**src/rtl/pipe_hazard_ctrl_if.sv**
```systemverilog
// Decode-stage hazard controller bus.
// master: pipeline datapath side (drives decode instruction/status, receives controls)
// slave : pipe_hazard_ctrl side
//   instr_decode, valid_decode, br_true, ext_stall  -> controller
//   stall_fetch, stall_decode, bubble_exe, flush_fetch, pc_sel, imm_sel,
//   reg_write_en, stall_cnt                         <- controller
`ifndef IMM_SEL_I
`define IMM_SEL_WIDTH 3
`define IMM_SEL_I 3'd0
`define IMM_SEL_S 3'd1
`define IMM_SEL_B 3'd2
`define IMM_SEL_U 3'd3
`define IMM_SEL_J 3'd4
`endif

interface pipe_hazard_ctrl_if #(
    parameter int unsigned XLEN  = 32,
    parameter int unsigned CNT_W = 32
);
    logic [XLEN-1:0]           instr_decode;
    logic                      valid_decode;
    logic                      br_true;
    logic                      ext_stall;
    logic                      stall_fetch;
    logic                      stall_decode;
    logic                      bubble_exe;
    logic                      flush_fetch;
    logic [1:0]                pc_sel;
    logic [`IMM_SEL_WIDTH-1:0] imm_sel;
    logic                      reg_write_en;
    logic [CNT_W-1:0]          stall_cnt;

    modport master (
        output instr_decode, valid_decode, br_true, ext_stall,
        input  stall_fetch, stall_decode, bubble_exe, flush_fetch,
               pc_sel, imm_sel, reg_write_en, stall_cnt
    );

    modport slave (
        input  instr_decode, valid_decode, br_true, ext_stall,
        output stall_fetch, stall_decode, bubble_exe, flush_fetch,
               pc_sel, imm_sel, reg_write_en, stall_cnt
    );
endinterface

```
**src/rtl/pipe_hazard_ctrl.sv**
```systemverilog
// Decode-stage sequencing controller for a 5-stage RV32I pipeline.
// Tracks EXE/MEM/WB destination registers in a shadow scoreboard, stalls
// decode on RAW hazards, redirects fetch for decode-resolved branches/jumps,
// selects the immediate format and counts hazard stall cycles.
// Ports: clk, rst (sync, active high), hz (pipe_hazard_ctrl_if.slave).
`ifndef IMM_SEL_I
`define IMM_SEL_WIDTH 3
`define IMM_SEL_I 3'd0
`define IMM_SEL_S 3'd1
`define IMM_SEL_B 3'd2
`define IMM_SEL_U 3'd3
`define IMM_SEL_J 3'd4
`endif

module pipe_hazard_ctrl #(
    parameter int unsigned XLEN      = 32,
    parameter int unsigned WB_BYPASS = 0,
    parameter int unsigned CNT_W     = 32
) (
    input  logic               clk,
    input  logic               rst,
    pipe_hazard_ctrl_if.slave  hz
);
    localparam logic [6:0] OPC_LOAD   = 7'b0000011;
    localparam logic [6:0] OPC_STORE  = 7'b0100011;
    localparam logic [6:0] OPC_BRANCH = 7'b1100011;
    localparam logic [6:0] OPC_JAL    = 7'b1101111;
    localparam logic [6:0] OPC_JALR   = 7'b1100111;
    localparam logic [6:0] OPC_OP     = 7'b0110011;
    localparam logic [6:0] OPC_OPIMM  = 7'b0010011;
    localparam logic [6:0] OPC_LUI    = 7'b0110111;
    localparam logic [6:0] OPC_AUIPC  = 7'b0010111;

    typedef struct packed {
        logic       valid;
        logic [4:0] rd;
        logic       wr;
    } sb_entry_t;

    sb_entry_t ex_q, mem_q, wb_q, new_entry;
    logic [CNT_W-1:0] stall_cnt_q;

    logic [6:0] opcode;
    logic [4:0] rd, rs1, rs2;
    logic       uses_rs1, uses_rs2, writes_any, writes_rd;
    logic       is_branch, is_jal, is_jalr;
    logic [`IMM_SEL_WIDTH-1:0] imm_sel_c;
    logic       wb_cmp, hit_rs1, hit_rs2, hazard;
    logic       unused_bits;

    assign opcode = hz.instr_decode[6:0];
    assign rd     = hz.instr_decode[11:7];
    assign rs1    = hz.instr_decode[19:15];
    assign rs2    = hz.instr_decode[24:20];
    assign unused_bits = ^{hz.instr_decode[XLEN-1:25], hz.instr_decode[14:12]};

    // Opcode class decode; unknown opcodes fall through as a NOP.
    always_comb begin
        uses_rs1   = 1'b0;
        uses_rs2   = 1'b0;
        writes_any = 1'b0;
        is_branch  = 1'b0;
        is_jal     = 1'b0;
        is_jalr    = 1'b0;
        imm_sel_c  = `IMM_SEL_I;
        case (opcode)
            OPC_LOAD:   begin uses_rs1 = 1'b1; writes_any = 1'b1; end
            OPC_STORE:  begin uses_rs1 = 1'b1; uses_rs2 = 1'b1; imm_sel_c = `IMM_SEL_S; end
            OPC_BRANCH: begin uses_rs1 = 1'b1; uses_rs2 = 1'b1; is_branch = 1'b1; imm_sel_c = `IMM_SEL_B; end
            OPC_JAL:    begin writes_any = 1'b1; is_jal = 1'b1; imm_sel_c = `IMM_SEL_J; end
            OPC_JALR:   begin uses_rs1 = 1'b1; writes_any = 1'b1; is_jalr = 1'b1; end
            OPC_OP:     begin uses_rs1 = 1'b1; uses_rs2 = 1'b1; writes_any = 1'b1; end
            OPC_OPIMM:  begin uses_rs1 = 1'b1; writes_any = 1'b1; end
            OPC_LUI:    begin writes_any = 1'b1; imm_sel_c = `IMM_SEL_U; end
            OPC_AUIPC:  begin writes_any = 1'b1; imm_sel_c = `IMM_SEL_U; end
            default:    ;
        endcase
    end

    assign writes_rd = writes_any & (rd != 5'd0);

    function automatic logic stage_hit(input sb_entry_t e, input logic [4:0] rs);
        return e.valid & e.wr & (e.rd == rs);
    endfunction

    // A write-through regfile already delivers the WB result to decode.
    assign wb_cmp  = (WB_BYPASS == 0);
    assign hit_rs1 = uses_rs1 & (rs1 != 5'd0) &
                     (stage_hit(ex_q, rs1) | stage_hit(mem_q, rs1) | (wb_cmp & stage_hit(wb_q, rs1)));
    assign hit_rs2 = uses_rs2 & (rs2 != 5'd0) &
                     (stage_hit(ex_q, rs2) | stage_hit(mem_q, rs2) | (wb_cmp & stage_hit(wb_q, rs2)));
    assign hazard  = hz.valid_decode & (hit_rs1 | hit_rs2);

    // Entry for EXE: the decode instruction only if it actually issues.
    always_comb begin
        new_entry = '0;
        if (hz.valid_decode && !hazard) begin
            new_entry.valid = 1'b1;
            new_entry.rd    = rd;
            new_entry.wr    = writes_rd;
        end
    end

    // Scoreboard shift and saturating hazard counter.
    always_ff @(posedge clk) begin
        if (rst) begin
            ex_q        <= '0;
            mem_q       <= '0;
            wb_q        <= '0;
            stall_cnt_q <= '0;
        end else if (!hz.ext_stall) begin
            wb_q  <= mem_q;
            mem_q <= ex_q;
            ex_q  <= new_entry;
            if (hazard && (stall_cnt_q != {CNT_W{1'b1}}))
                stall_cnt_q <= stall_cnt_q + CNT_W'(1);
        end
    end

    // Control outputs; reset forces a quiet, non-stalling pipeline.
    always_comb begin
        hz.stall_decode = 1'b0;
        hz.stall_fetch  = 1'b0;
        hz.bubble_exe   = 1'b0;
        hz.pc_sel       = 2'd0;
        hz.flush_fetch  = 1'b0;
        hz.imm_sel      = `IMM_SEL_I;
        hz.reg_write_en = 1'b0;
        if (!rst) begin
            hz.stall_decode = hazard | hz.ext_stall;
            hz.stall_fetch  = hazard | hz.ext_stall;
            hz.bubble_exe   = hazard & ~hz.ext_stall;
            hz.imm_sel      = imm_sel_c;
            hz.reg_write_en = wb_q.valid & wb_q.wr;
            if (hz.valid_decode && !hazard && !hz.ext_stall) begin
                if (is_jal)
                    hz.pc_sel = 2'd2;
                else if (is_jalr)
                    hz.pc_sel = 2'd3;
                else if (is_branch && hz.br_true)
                    hz.pc_sel = 2'd1;
            end
            hz.flush_fetch = (hz.pc_sel != 2'd0);
        end
    end

    assign hz.stall_cnt = stall_cnt_q;
endmodule
```
**src/flat_wrapper.sv**
```systemverilog
// flat-port wrapper written by rule: the top's interface ports become plain ports
module pipe_hazard_ctrl_flat 
#(
    parameter int unsigned XLEN      = 32,
    parameter int unsigned WB_BYPASS = 0,
    parameter int unsigned CNT_W     = 32
)
  (clk, rst, hz_instr_decode, hz_valid_decode, hz_br_true, hz_ext_stall, hz_stall_fetch, hz_stall_decode, hz_bubble_exe, hz_flush_fetch, hz_pc_sel, hz_imm_sel, hz_reg_write_en, hz_stall_cnt);
  pipe_hazard_ctrl_if #(.XLEN(XLEN), .CNT_W(CNT_W)) hz_i ();
  input  logic clk;
  input  logic rst;
  input wire logic [$bits(hz_i.instr_decode)-1:0] hz_instr_decode;
  input wire logic [$bits(hz_i.valid_decode)-1:0] hz_valid_decode;
  input wire logic [$bits(hz_i.br_true)-1:0] hz_br_true;
  input wire logic [$bits(hz_i.ext_stall)-1:0] hz_ext_stall;
  output wire logic [$bits(hz_i.stall_fetch)-1:0] hz_stall_fetch;
  output wire logic [$bits(hz_i.stall_decode)-1:0] hz_stall_decode;
  output wire logic [$bits(hz_i.bubble_exe)-1:0] hz_bubble_exe;
  output wire logic [$bits(hz_i.flush_fetch)-1:0] hz_flush_fetch;
  output wire logic [$bits(hz_i.pc_sel)-1:0] hz_pc_sel;
  output wire logic [$bits(hz_i.imm_sel)-1:0] hz_imm_sel;
  output wire logic [$bits(hz_i.reg_write_en)-1:0] hz_reg_write_en;
  output wire logic [$bits(hz_i.stall_cnt)-1:0] hz_stall_cnt;
  assign hz_i.instr_decode = hz_instr_decode;
  assign hz_i.valid_decode = hz_valid_decode;
  assign hz_i.br_true = hz_br_true;
  assign hz_i.ext_stall = hz_ext_stall;
  assign hz_stall_fetch = hz_i.stall_fetch;
  assign hz_stall_decode = hz_i.stall_decode;
  assign hz_bubble_exe = hz_i.bubble_exe;
  assign hz_flush_fetch = hz_i.flush_fetch;
  assign hz_pc_sel = hz_i.pc_sel;
  assign hz_imm_sel = hz_i.imm_sel;
  assign hz_reg_write_en = hz_i.reg_write_en;
  assign hz_stall_cnt = hz_i.stall_cnt;
  pipe_hazard_ctrl #(.XLEN(XLEN), .WB_BYPASS(WB_BYPASS), .CNT_W(CNT_W)) u_core (.clk(clk), .rst(rst), .hz(hz_i));
endmodule
```
**config.mk**
```make
export PLATFORM = sky130hd
export DESIGN_NAME = pipe_hazard_ctrl_flat
export DESIGN_NICKNAME = d
export VERILOG_FILES = /design/src/rtl/pipe_hazard_ctrl_if.sv /design/src/rtl/pipe_hazard_ctrl.sv /design/src/flat_wrapper.sv
export SDC_FILE = /design/constraint.sdc
export NUM_CORES = 1
export LEC_CHECK = 0
export BUFFER_PORTS_ARGS = -buffer_cell sky130_fd_sc_hd__buf_4
export CORE_ASPECT_RATIO = 0.8
export CORE_MARGIN = 5
export CORE_UTILIZATION = 40
export CTS_CLUSTER_SIZE = 20
export DETAILED_ROUTE_END_ITERATION = 10
export PLACE_DENSITY_LB_ADDON = 0.2
export SYNTH_ARGS = -nofsm -noshare
export SYNTH_HDL_FRONTEND = slang
export SYNTH_SLANG_ARGS = --single-unit
```
**constraint.sdc**
```tcl
create_clock -name clk -period 3.9 [get_ports clk]
set_input_delay 0.39 -clock clk [delete_from_list [all_inputs] [get_ports clk]]
set_output_delay 0.39 -clock clk [all_outputs]
set_load 0.01 [all_outputs]
```
Yosys cells after proc, flatten, opt, wreduce, memory -nomap -nowiden:

Cells that the tools add are included.

* register bits: 53
* bits in read-only memories: 0
* memories kept: 0
* word-level logic and storage cells: 84
* memory bits (writable): 0
* bits in latches: 0
* input bits: 37
* output and inout port bits: 42

* $mul: 0
* reductions and logical operators: 15
* order comparisons: 0
* equality and inequality tests: 16
* div/mod/pow operators: 0
* add/sub/neg operators: 1
* muxes and demuxes: 19
* bitwise operators: 23
* shifts and indexed selects: 0

Operator list (number)
* $add A32 B1 Y32 const B: 1
* $ne A32 B32 Y1 const B: 1
* $eq A5 B5 Y1: 6
* $eq A7 B6 Y1 const B: 3
* $eq A7 B7 Y1 const B: 3
* $and A1 B1 Y1: 16
* $reduce_bool A5 Y1: 3
* $eq A7 B5 Y1 const B: 2
* $pmux W3 S4: 1
* $mux W1: 11
* $mux W2: 5
* $eq A7 B2 Y1 const B: 1
* $mux W7: 1
* $reduce_or A7 Y1: 1
* $or A1 B1 Y1: 6
* $reduce_or A6 Y1: 1
* $logic_and A1 B1 Y1: 4
* $mux W3: 1
* $reduce_or A3 Y1: 1
* $logic_not A1 Y1: 2
* $reduce_and A2 Y1: 1
* $reduce_bool A2 Y1: 1
* $reduce_or A2 Y1: 1
* $not A1 Y1: 1

Depth between registers and ports, before layout:

* depth in word-level cells: 14
* mapped depth: 9
* mapped depth without buffers: 8

Least setup slack after synthesis:

OpenSTA, ideal clock, no wires.

* path type: input to output
* start point: input hz_instr_decode[15]
* end point: output hz_pc_sel[0]
* stages on the path: 7
* required time: 3510 ps
* arrival: 2131 ps
* path buffers: 1
* path slack: 1379 ps
* path through: or4_1 nor2_1 nor3_1 a22o_1 buf_6 or3_4 nor4_2

* longest elaborated chain between the ends: 13
* elaborated cells on any way between the ends: 19
* classes of those cells: eq/ne: 3; mux: 3; bitwise: 9; reduce/logical: 4

RTL lines
* start: declaration: line flat_wrapper.sv:12 `input wire logic [$bits(hz_i.instr_decode)-1:0] hz_instr_decode;`
* $eq A5 B5 Y1: line pipe_hazard_ctrl.sv:83 `return e.valid & e.wr & (e.rd == rs);`
* $and A1 B1 Y1: line pipe_hazard_ctrl.sv:83
* $or A1 B1 Y1 (2 in a row): line pipe_hazard_ctrl.sv:89 `(stage_hit(ex_q, rs1) | stage_hit(mem_q, rs1) | (wb_cmp & stage_hit(wb_q, rs1)));`
* $and A1 B1 Y1 (*): line pipe_hazard_ctrl.sv:88 `assign hit_rs1 = uses_rs1 & (rs1 != 5'd0) &`
* $or A1 B1 Y1 (*): line pipe_hazard_ctrl.sv:92 `assign hazard = hz.valid_decode & (hit_rs1 | hit_rs2);`
* $and A1 B1 Y1 (*): line pipe_hazard_ctrl.sv:92
* $logic_not A1 Y1 (*): line pipe_hazard_ctrl.sv:135 `if (hz.valid_decode && !hazard && !hz.ext_stall) begin`
* $logic_and A1 B1 Y1 (*) (2 in a row): line pipe_hazard_ctrl.sv:135
* $mux W2 (*): line pipe_hazard_ctrl.sv:135
* $mux W2 (*) (2 in a row): line pipe_hazard_ctrl.sv:129 `if (!rst) begin`
* end: declaration: line flat_wrapper.sv:20 `output wire logic [$bits(hz_i.pc_sel)-1:0] hz_pc_sel;`

Mark *: on every way between the ends. The rest lies on a longest branch, timed or not. The select of a mux whose other input is x is not followed.

Final worst setup path:

Same ends and word-level chain as after synthesis.

==> results.yml <==
status:
  status: "finished clean"
routing:
  drt-pass1-iter-count: 4
  drcViolationCount: 0
  wl_per_cell_um: 14.9
  via_count: 2903
  wl_mm: 7.93
  drt_iter0_markers: 134
  ant_nets: 0
  vias_per_cell: 5.47
yosys:
  synth_area_mm2: 0.00306
  synth_edf_count: 0
  yosysUniqueCellTypes: 45
  ys_seq_area_share_pct: 34.7
  async_reset_ff_share_pct: 0
  syn_area_per_cell_um2: 8.36
  syn_inst: 366
  syn_nets: 404
  synthTopCellsByArea: "dfxtp_1, nor2_1, xor2_1, mux2i_1, nand4_1"
  yosysWarnings: 0
  synth_top_area_share_pct: 34.7
  synth_seq_cells: 53
  yosysTopAreaCell: "dfxtp_1"
  ys.flop_type: "dfxtp_1"
placed_design:
  gp_congestion: 0.881
  dp_hpwl_mm: 5.90
  port_buffers: 68
sta:
  rsz0062_at_grt: "no"
  post-route-min-period_ps: 2910
  setup-tns-final_ps: 0
  slew_violations: 0
  max_slew_margin_pct: 42.9
  skew_ps: 14.0
  hold_viol_final: 0
  worst_pin_slew_ps: 857
  whs_ps: 308
  setup_violations: 0
  max_freq_ghz: 0.344
  fin_crit_sh_pct: 74.6
grt:
  grt.total_usage_pct: 16.8
  grt_pass1_wl_mm: 13.1
  antenna_found_initial: 0
  first_global_vias: 2716
  grt_max_degree: 64
  grt_overflow: 0
setup_path:
  path_cells: "buf_4, or4_1, nor2_1, nor3_1, a22o_1, or3_4, nor4_2, buf_4"
  worst-path-buf-inv: 2
  worstPathRequired_ps: 3510
  worst_r2r_path_depth: 8
  cp_common_cell: "buf_4"
  slowest_delay_ps: 510
  arrival_ps: 2520
  critical_path.max_fanout: 9
  crit_start: "hz_instr_decode[15]"
  crit_family: "simple AND/OR/NAND/NOR gates"
  startpoint_type: "input pin"
  r2r_slack_ps: 1340
  crit_cells: 8
  crit_path_end_kind: "output pin"
  reg2reg_from: "u_core.ex_q[3]"
  critPathKind: "in2out"
  crit_slowest_cell: "or4_1"
clock_network:
  cts_buffers: 5
  cts_resized: 0
  cts_tree: "built"
  h-tree-depth: 2
  clk_latency_ps: 300
  cts.sinks: 53
  post_cts_buffers: 0
  cts_root_buffer: "clkbuf_8"
  cts_hold_buf: 0
  cts_buffer_depth: 2
  path_clk_slew_ps: 100
floorplan:
  die_x_um: 108
  die_h_um: 88.2
  initial_core_util_pct: 41.2
  boundaryPins: 79
  core-area_mm2: 0.00743
  fp.dieArea_mm2: 0.00951
  rows: 28
power_and_ir_drop:
  pwr-share-seq_pct: 57.6
  swShare_pct: 25.3
  switching_power_uw: 243
  pwr-share-clk_pct: 32.6
  irDropWorstVdd_uv: 151
  power.density_mw_per_mm2: 258
  p_leak_nw: 1.43
  p_comb_share_pct: 9.7
  finalPower_uw: 960
  internal_power_uw: 717
finish:
  nFillCells: 763
  drive_above_1_share_pct: 24.2
  n_antenna_cell: 0
  final_core_util_pct: 50.1
  nets: 463
  area_delta_synth_final_pct: 21.5
  final_cell_mix: "buf_4, dfxtp_1, nor2_1"
  final_common_cell: "buf_4"
run:
  drv_cap: 0
min_path:
  worstHoldPathCells: 2
  hold_class: "in2reg"
  min_from: "hz_instr_decode[9]"
power groups by stage:
stage / sequential [mW] / combinational, mW / clock, mW
after global placement: 0.565 / 0.0921 / 0
after detailed placement: 0.565 / 0.0938 / 0
after CTS: 0.553 / 0.0942 / 0.327
after floorplan: 0.563 / 0.0556 / 0
after global routing: 0.554 / 0.103 / 0.350
final: 0.553 / 0.0935 / 0.313
sequential cells by signal, summed over array words and instances, names as in the netlist:
| name | flops |
|---|---|
| u_core.ex_q | 7 |
| u_core.mem_q | 7 |
| u_core.wb_q | 7 |
| u_core.hz.stall_cnt | 32 |
Yosys cell counts (2+ instances only):
cell       n
a21oi_1   25
a22o_1     6
a31o_2     3
a32oi_2    2
and3_1     3
buf_1      2
buf_2      2
buf_6      2
clkbuf_1  11
dfxtp_1   53
inv_1      9
mux2_2     7
mux2i_1   15
nand2_1   17
nand2b_1   2
nand3_1    9
nand4_1   23
nand4_2    2
nor2_1    46
nor2_2     2
nor2b_1    9
nor3_1     9
nor3b_1    4
nor4_1     8
nor4_2     2
o21ai_0   17
o31ai_1    5
or3_1     16
or4_1     10
xnor2_1   12
xor2_1    19
through the flow:
step	cells	area, µm²	worst slack [ps]
floorplan	366	3060	1380
global placement	523	3630	1020
detailed placement	523	3630	997
CTS	531	3720	995
global route	531	3720	851
finish	531	3720	991
worst paths after layout:
kind / endpoint
worst max-delay path: hz_pc_sel[0]
worst min-delay path: u_core.ex_q[3]
worst max register to register: u_core.hz.stall_cnt[23]
worst min register to register: u_core.wb_q[6]
area by class of cell:
cell class | instances | area (µm²) | share of cell area, %
Clock inverter | 3 | 21.3 | 0.572
Clock buffer | 5 | 68.8 | 1.85
Inverter | 9 | 33.8 | 0.908
Sequential cell | 53 | 1060 | 28.5
Multi-Input combinational cell | 286 | 1880 | 50.5
Timing Repair Buffer | 70 | 526 | 14.1
Tap cell | 105 | 131 | 3.53
kinds of logic (layout without fill, tap and decap cells):
kind of cell | after synthesis | count (layout) | share of synthesized area [%]
compound gates | 63 | 63 | 13.5
xor+xnor | 31 | 31 | 8.87
fa+ha+maj | 1 | 1 | 0.409
buf+inv | 27 | 87 | 4.01
flops | 53 | 53 | 34.7
mux | 22 | 22 | 7.48
simple gates | 169 | 169 | 31.1
layer usage:
metal,vias to the layer above,track usage (%),wire length (µm)
met5,-,0,0
met4,0,2.87,57
met3,6,3.50,459
met2,68,26.6,3430
met1,1373,24.0,3980
li1,1456,-,-
Power figures use the tool's default switching activity.
